--- config.mk ---
export PLATFORM = sky130hd
export DESIGN_NAME = cube_scan_driver
export DESIGN_NICKNAME = d
export VERILOG_FILES = /design/src/rtl/cube_scan_driver.sv
export SDC_FILE = /design/constraint.sdc
export NUM_CORES = 1
export LEC_CHECK = 0
export ABC_AREA = 1
export BUFFER_PORTS_ARGS = -buffer_cell sky130_fd_sc_hd__buf_2
export CORE_ASPECT_RATIO = 0.7
export CORE_MARGIN = 8
export CORE_UTILIZATION = 42
export DETAILED_ROUTE_END_ITERATION = 10
export GPL_ROUTABILITY_DRIVEN = 0
export PLACE_DENSITY_LB_ADDON = 0.3
export SLEW_MARGIN = 20
export SYNTH_ARGS = -nofsm -noshare
export SYNTH_HDL_FRONTEND = slang
export SYNTH_SLANG_ARGS = --single-unit
--- constraint.sdc ---
create_clock -name clk -period 1.6 [get_ports clk]
set_input_delay 0.16 -clock clk [delete_from_list [all_inputs] [get_ports clk]]
set_output_delay 0.16 -clock clk [all_outputs]
set_load 0.005 [all_outputs]
--- src/rtl/cube_scan_driver.sv ---
// cube_scan_driver: autonomous scan engine for an 8x8x8 LED cube.
// Reads a 64-byte frame buffer one row at a time and loads the eight column latches.
// After a layer is loaded it lights that layer for ON_CYCLES.
// Each layer is preceded by BLANK_CYCLES of all-layers-off time to prevent ghosting.
// Ports:
//   clk, reset (async, active-high), enable (run when high)
//   rd_addr  -> frame-buffer address {layer,row}; rd_data <- 1-cycle synchronous read data
//   layers   -> one-hot layer enable; latches -> column-latch enables (bit = row)
//   data     -> column data bus; frame_done -> pulse on last SHOW cycle of layer 7
module cube_scan_driver #(
  parameter int unsigned ON_CYCLES    = 6250,
  parameter int unsigned BLANK_CYCLES = 50,
  parameter int unsigned LATCH_CYCLES = 2
) (
  input  logic       clk,
  input  logic       reset,
  input  logic       enable,
  output logic [5:0] rd_addr,
  input  logic [7:0] rd_data,
  output logic [7:0] layers,
  output logic [7:0] latches,
  output logic [7:0] data,
  output logic       frame_done
);

  localparam int unsigned CNT_W = 16;
  localparam logic [CNT_W-1:0] ON_LAST    = CNT_W'(ON_CYCLES - 1);
  localparam logic [CNT_W-1:0] BLANK_LAST = CNT_W'(BLANK_CYCLES - 1);
  localparam logic [CNT_W-1:0] LATCH_LAST = CNT_W'(LATCH_CYCLES - 1);

  typedef enum logic [2:0] {
    S_IDLE, S_BLANK, S_FETCH, S_WAIT, S_SETUP, S_LATCH, S_HOLD, S_SHOW
  } state_e;

  state_e           state_q, state_d;
  logic [2:0]       layer_q, layer_d;
  logic [2:0]       row_q, row_d;
  logic [CNT_W-1:0] cnt_q, cnt_d;
  logic [5:0]       rd_addr_q, rd_addr_d;
  logic [7:0]       layers_q, layers_d;
  logic [7:0]       latches_q, latches_d;
  logic [7:0]       data_q, data_d;
  logic             frame_done_q, frame_done_d;

  // Next-state, counters and next output values.
  // Outputs are derived from the next state so they are registered yet aligned with the state.
  always_comb begin
    state_d      = state_q;
    layer_d      = layer_q;
    row_d        = row_q;
    cnt_d        = cnt_q + CNT_W'(1);
    data_d       = data_q;
    rd_addr_d    = rd_addr_q;
    layers_d     = '0;
    latches_d    = '0;
    frame_done_d = 1'b0;

    case (state_q)
      S_IDLE: begin
        cnt_d = '0;
        if (enable) begin
          state_d = S_BLANK;
          layer_d = '0;
          row_d   = '0;
        end
      end
      S_BLANK: begin
        if (cnt_q == BLANK_LAST) begin
          state_d = S_FETCH;
          cnt_d   = '0;
        end
      end
      S_FETCH: begin
        state_d = S_WAIT;
        cnt_d   = '0;
      end
      S_WAIT: begin
        // Read data for the address issued in FETCH is valid now.
        state_d = S_SETUP;
        cnt_d   = '0;
        data_d  = rd_data;
      end
      S_SETUP: begin
        state_d = S_LATCH;
        cnt_d   = '0;
      end
      S_LATCH: begin
        if (cnt_q == LATCH_LAST) begin
          state_d = S_HOLD;
          cnt_d   = '0;
        end
      end
      S_HOLD: begin
        cnt_d = '0;
        if (row_q == 3'd7) begin
          row_d   = '0;
          state_d = S_SHOW;
        end else begin
          row_d   = row_q + 3'd1;
          state_d = S_FETCH;
        end
      end
      S_SHOW: begin
        if (cnt_q == ON_LAST) begin
          layer_d = layer_q + 3'd1;
          state_d = S_BLANK;
          cnt_d   = '0;
        end
      end
      default: begin
        state_d = S_IDLE;
        cnt_d   = '0;
      end
    endcase

    // Dropping enable abandons the scan from any state.
    if (!enable) begin
      state_d = S_IDLE;
      layer_d = '0;
      row_d   = '0;
      cnt_d   = '0;
      data_d  = '0;
    end

    if (state_d == S_FETCH) begin
      rd_addr_d = {layer_d, row_d};
    end else if (state_d == S_IDLE) begin
      rd_addr_d = '0;
    end

    if (state_d == S_SHOW) begin
      layers_d     = 8'(8'd1 << layer_d);
      frame_done_d = (layer_d == 3'd7) && (cnt_d == ON_LAST);
    end

    if (state_d == S_LATCH) begin
      latches_d = 8'(8'd1 << row_d);
    end
  end

  // State and output registers.
  always_ff @(posedge clk or posedge reset) begin
    if (reset) begin
      state_q      <= S_IDLE;
      layer_q      <= '0;
      row_q        <= '0;
      cnt_q        <= '0;
      rd_addr_q    <= '0;
      layers_q     <= '0;
      latches_q    <= '0;
      data_q       <= '0;
      frame_done_q <= 1'b0;
    end else begin
      state_q      <= state_d;
      layer_q      <= layer_d;
      row_q        <= row_d;
      cnt_q        <= cnt_d;
      rd_addr_q    <= rd_addr_d;
      layers_q     <= layers_d;
      latches_q    <= latches_d;
      data_q       <= data_d;
      frame_done_q <= frame_done_d;
    end
  end

  assign rd_addr    = rd_addr_q;
  assign layers     = layers_q;
  assign latches    = latches_q;
  assign data       = data_q;
  assign frame_done = frame_done_q;

endmodule
==> flow_summary.json <==
{
  "path_class": "flop to flop",
  "fin_nets": 520,
  "drt_wl_total_um": 8650,
  "path_buf_inv": 2,
  "placed_area_um2": 3710,
  "hold_viol": 0,
  "synth_cell_types": 31,
  "slew_viol_final": 0,
  "flow.area_growth_from_synthesis_pct": 57.0,
  "viasPerCell": 4.86,
  "ios": 42,
  "clk_pin_slew_worst_paths_ns": 0.10,
  "io_buffers": 41,
  "rsz0062_at_grt": "yes",
  "setup_viol": 48,
  "numCtsBuffers": 5,
  "die_y_um": 85.2,
  "avgSynthCellArea_um2": 7.78,
  "p_leak_nw": 2.35,
  "p_sw_mw": 0.702,
  "multiInputGateArea_um2": 1670,
  "synth_most_common_cell": "nand2_1",
  "worst_setup_path_end_kind": "flop",
  "grt_overflow_total": 0,
  "clock_skew_ns": 0.0113,
  "clock_latency_ns": 0.31,
  "seqPwrFrac_pct": 49.4,
  "dp_hpwl_um": 5510,
  "num_vias": 2909,
  "synthesis.area_um2": 2870,
  "yosysTopAreaCellShare_pct": 48.8,
  "grt_usage_pct": 16.2,
  "period_needed_ns": 1.95,
  "grt_max_degree": 57,
  "syn_nets": 385,
  "place_inst": 564,
  "synth_edf_count": 0,
  "ys_async_sr_fraction_pct": 100,
  "start_util_pct": 42.9,
  "drive_gt1_share_pct": 49.2,
  "yosys_warnings": 0,
  "fin_area_um2": 4500,
  "yosysSeqAreaShare_pct": 48.8,
  "synth_largest_area_cell": "dfrtp_1",
  "cts_root_buffer": "clkbuf_8",
  "drtAntennaViolNets": 0,
  "wire_per_inst_um": 14.5,
  "p_sw_share_pct": 24.2,
  "drv_cap": 0,
  "htreeDepth": 2,
  "cpPeakStageDelay_ns": 0.38,
  "crit_family": "simple AND/OR/NAND/NOR gates",
  "final_cell_count_no_fill": 598,
  "final.setup.worst_slack_ns": -0.347,
  "cp_slowest_cell": "dfrtp_1",
  "violations": "setup timing",
  "die_area_um2": 9770,
  "ys_ff_latch": 56,
  "ir_drop_mv": 0.500,
  "diodes": 0,
  "crit_chain": "buf_4 > buf_4 > ha_2 > nand3_2 > nor2_4 > xor2_1 > nand2_1 > nor2_1 > nand2_1 > nor2_1 > nand3_1 > nor2_2",
  "crit_path_max_fanout": 3,
  "drc": 0,
  "grt_pass1_wl_um": 12800,
  "power.density_nw_per_um2": 643,
  "fmax_mhz": 514,
  "seqCellArea_um2": 1410,
  "worst_ep_arrival_time_ns": 2.20,
  "synthTopCellsByArea": "dfrtp_1, nand2_1, nor2_1",
  "synth_common_cells": "nand2_1, nor2_1, dfrtp_1, inv_1, nand3_1",
  "p_int_mw": 2.20,
  "start_kind": "flop",
  "cp.required_ns": 1.85,
  "syn-instance-count": 369,
  "cts_buffer_depth": 2,
  "pwr-share-comb_pct": 13.4,
  "row_count": 25,
  "antenna_found_initial": 0,
  "synth_flop_cell": "dfrtp_1",
  "cts_tree": "done",
  "coreArea_um2": 6690,
  "dieWidth_um": 115,
  "p_clk_share_pct": 37.2,
  "grt_pass1_vias": 2730,
  "drtIter0Drc": 122,
  "tightest_slew_ns": 0.482,
  "hp-class": "primary input to flop",
  "fillers": 544,
  "clock_sinks": 56,
  "period_share_pct": 122,
  "firstDrtPassIters": 5,
  "maxSlewHeadroom_pct": 67.6,
  "status": "complete, but fails checks"
}
==> area by class of cell <==
class	count	share of cell area [%]
Clock buffer	5	1.53
Clock inverter	2	1.33
Inverter	51	4.92
Multi-Input combinational cell	258	37.1
Sequential cell	56	31.2
Tap cell	94	2.61
Timing Repair Buffer	132	21.3
==> worst paths after layout <==
check	start	endpoint	slack, ns	depth (start not counted)
min reg2reg	rd_addr[1]	rd_addr[1]	0.49	2
max in group asynchronous	reset	cnt_q[0]	0.87	4
max	cnt_q[1]	frame_done	-0.35	12
max reg2reg	cnt_q[1]	frame_done	-0.35	12
min	rd_data[5]	data[5]	0.08	3
min in group asynchronous	reset	cnt_q[10]	0.41	4
==> worst min-delay path, cell delays in order <==
cell and delay (ns):
buf_2 0.08, nand3_1 0.07, nand2_1 0.06
==> cell usage in the layout (no fill, tap or decap), types with 3 or more instances in the layout <==
cell type,instances
buf_2,41
buf_4,76
buf_6,11
clkbuf_8,5
dfrtp_1,53
dfrtp_2,3
ha_4,3
inv_1,33
inv_2,13
inv_8,4
nand2_1,85
nand2_2,16
nand2_4,5
nand2_8,3
nand3_1,18
nand3_2,4
nand3_4,3
nand4_1,11
nor2_1,37
nor2_2,18
nor2_4,15
nor3_2,8
o21ai_2,7
xor2_1,4
==> power groups by stage <==
stage / clock (mW) / combinational, mW / sequential (mW)
2_1_floorplan: 0 / 0.138 / 1.46
3_3_place_gp: 0 / 0.232 / 1.46
3_5_place_dp: 0 / 0.237 / 1.46
4_1_cts: 1.09 / 0.278 / 1.43
5_1_grt: 1.15 / 0.420 / 1.43
6_report: 1.08 / 0.388 / 1.43
==> routing by layer <==
| layer | up-vias | GRT usage (%) | wire [µm] |
|---|---|---|---|
| met4 | 0 | 3.92 | 219 |
| met1 | 1368 | 21.8 | 3850 |
| met5 | - | 0 | 0 |
| li1 | 1416 | - | - |
| met3 | 25 | 3.61 | 500 |
| met2 | 100 | 25.9 | 4080 |
==> what timing repair did <==
item | 4_1_cts | 5_1_grt
setup endpoints to repair | 50 | 54
pin swaps | 10 | 23
cloned | 1 | 0
gates resized for setup | 42 | 91
endpoints found under the hold margin | 56 | 0
buffers inserted | 5 | 21
hold buffers | 1 | 0
==> metrics by stage <==
stage / TNS, ns / setup slack [ns] / util, % / hold slack (ns) / total power [mW]
2_1_floorplan: -1.87 / -0.128 / - / 0.305 / 1.59
3_3_place_gp: -8.04 / -0.222 / 55.4 / 0.234 / 1.69
3_5_place_dp: -11.18 / -0.355 / 55.4 / 0.236 / 1.69
4_1_cts: -8.33 / -0.257 / 60.0 / 0.0824 / 2.80
5_1_grt: -16.21 / -0.515 / 67.3 / 0.103 / 3.00
6_report: -11.81 / -0.347 / 67.3 / 0.0768 / 2.90
==> registers in the layout, summed over array words and instances, names as in the netlist, 3 cells and up <==
name	cells
state_q	3
rd_addr	6
data	8
latches	8
layer_q	3
cnt_q	16
row_q	3
layers	8
==> cell families after synthesis <==
group / Yosys count / share of synthesized area, %
and+or+nand+nor: 227 / 35.1
DFF: 56 / 48.8
buffers and inverters: 55 / 7.41
AOI/OAI and AO/OA: 20 / 4.62
xor gates and xnor gates: 6 / 1.83
adders and majority gates: 5 / 2.18
Power figures use the tool's default switching activity.
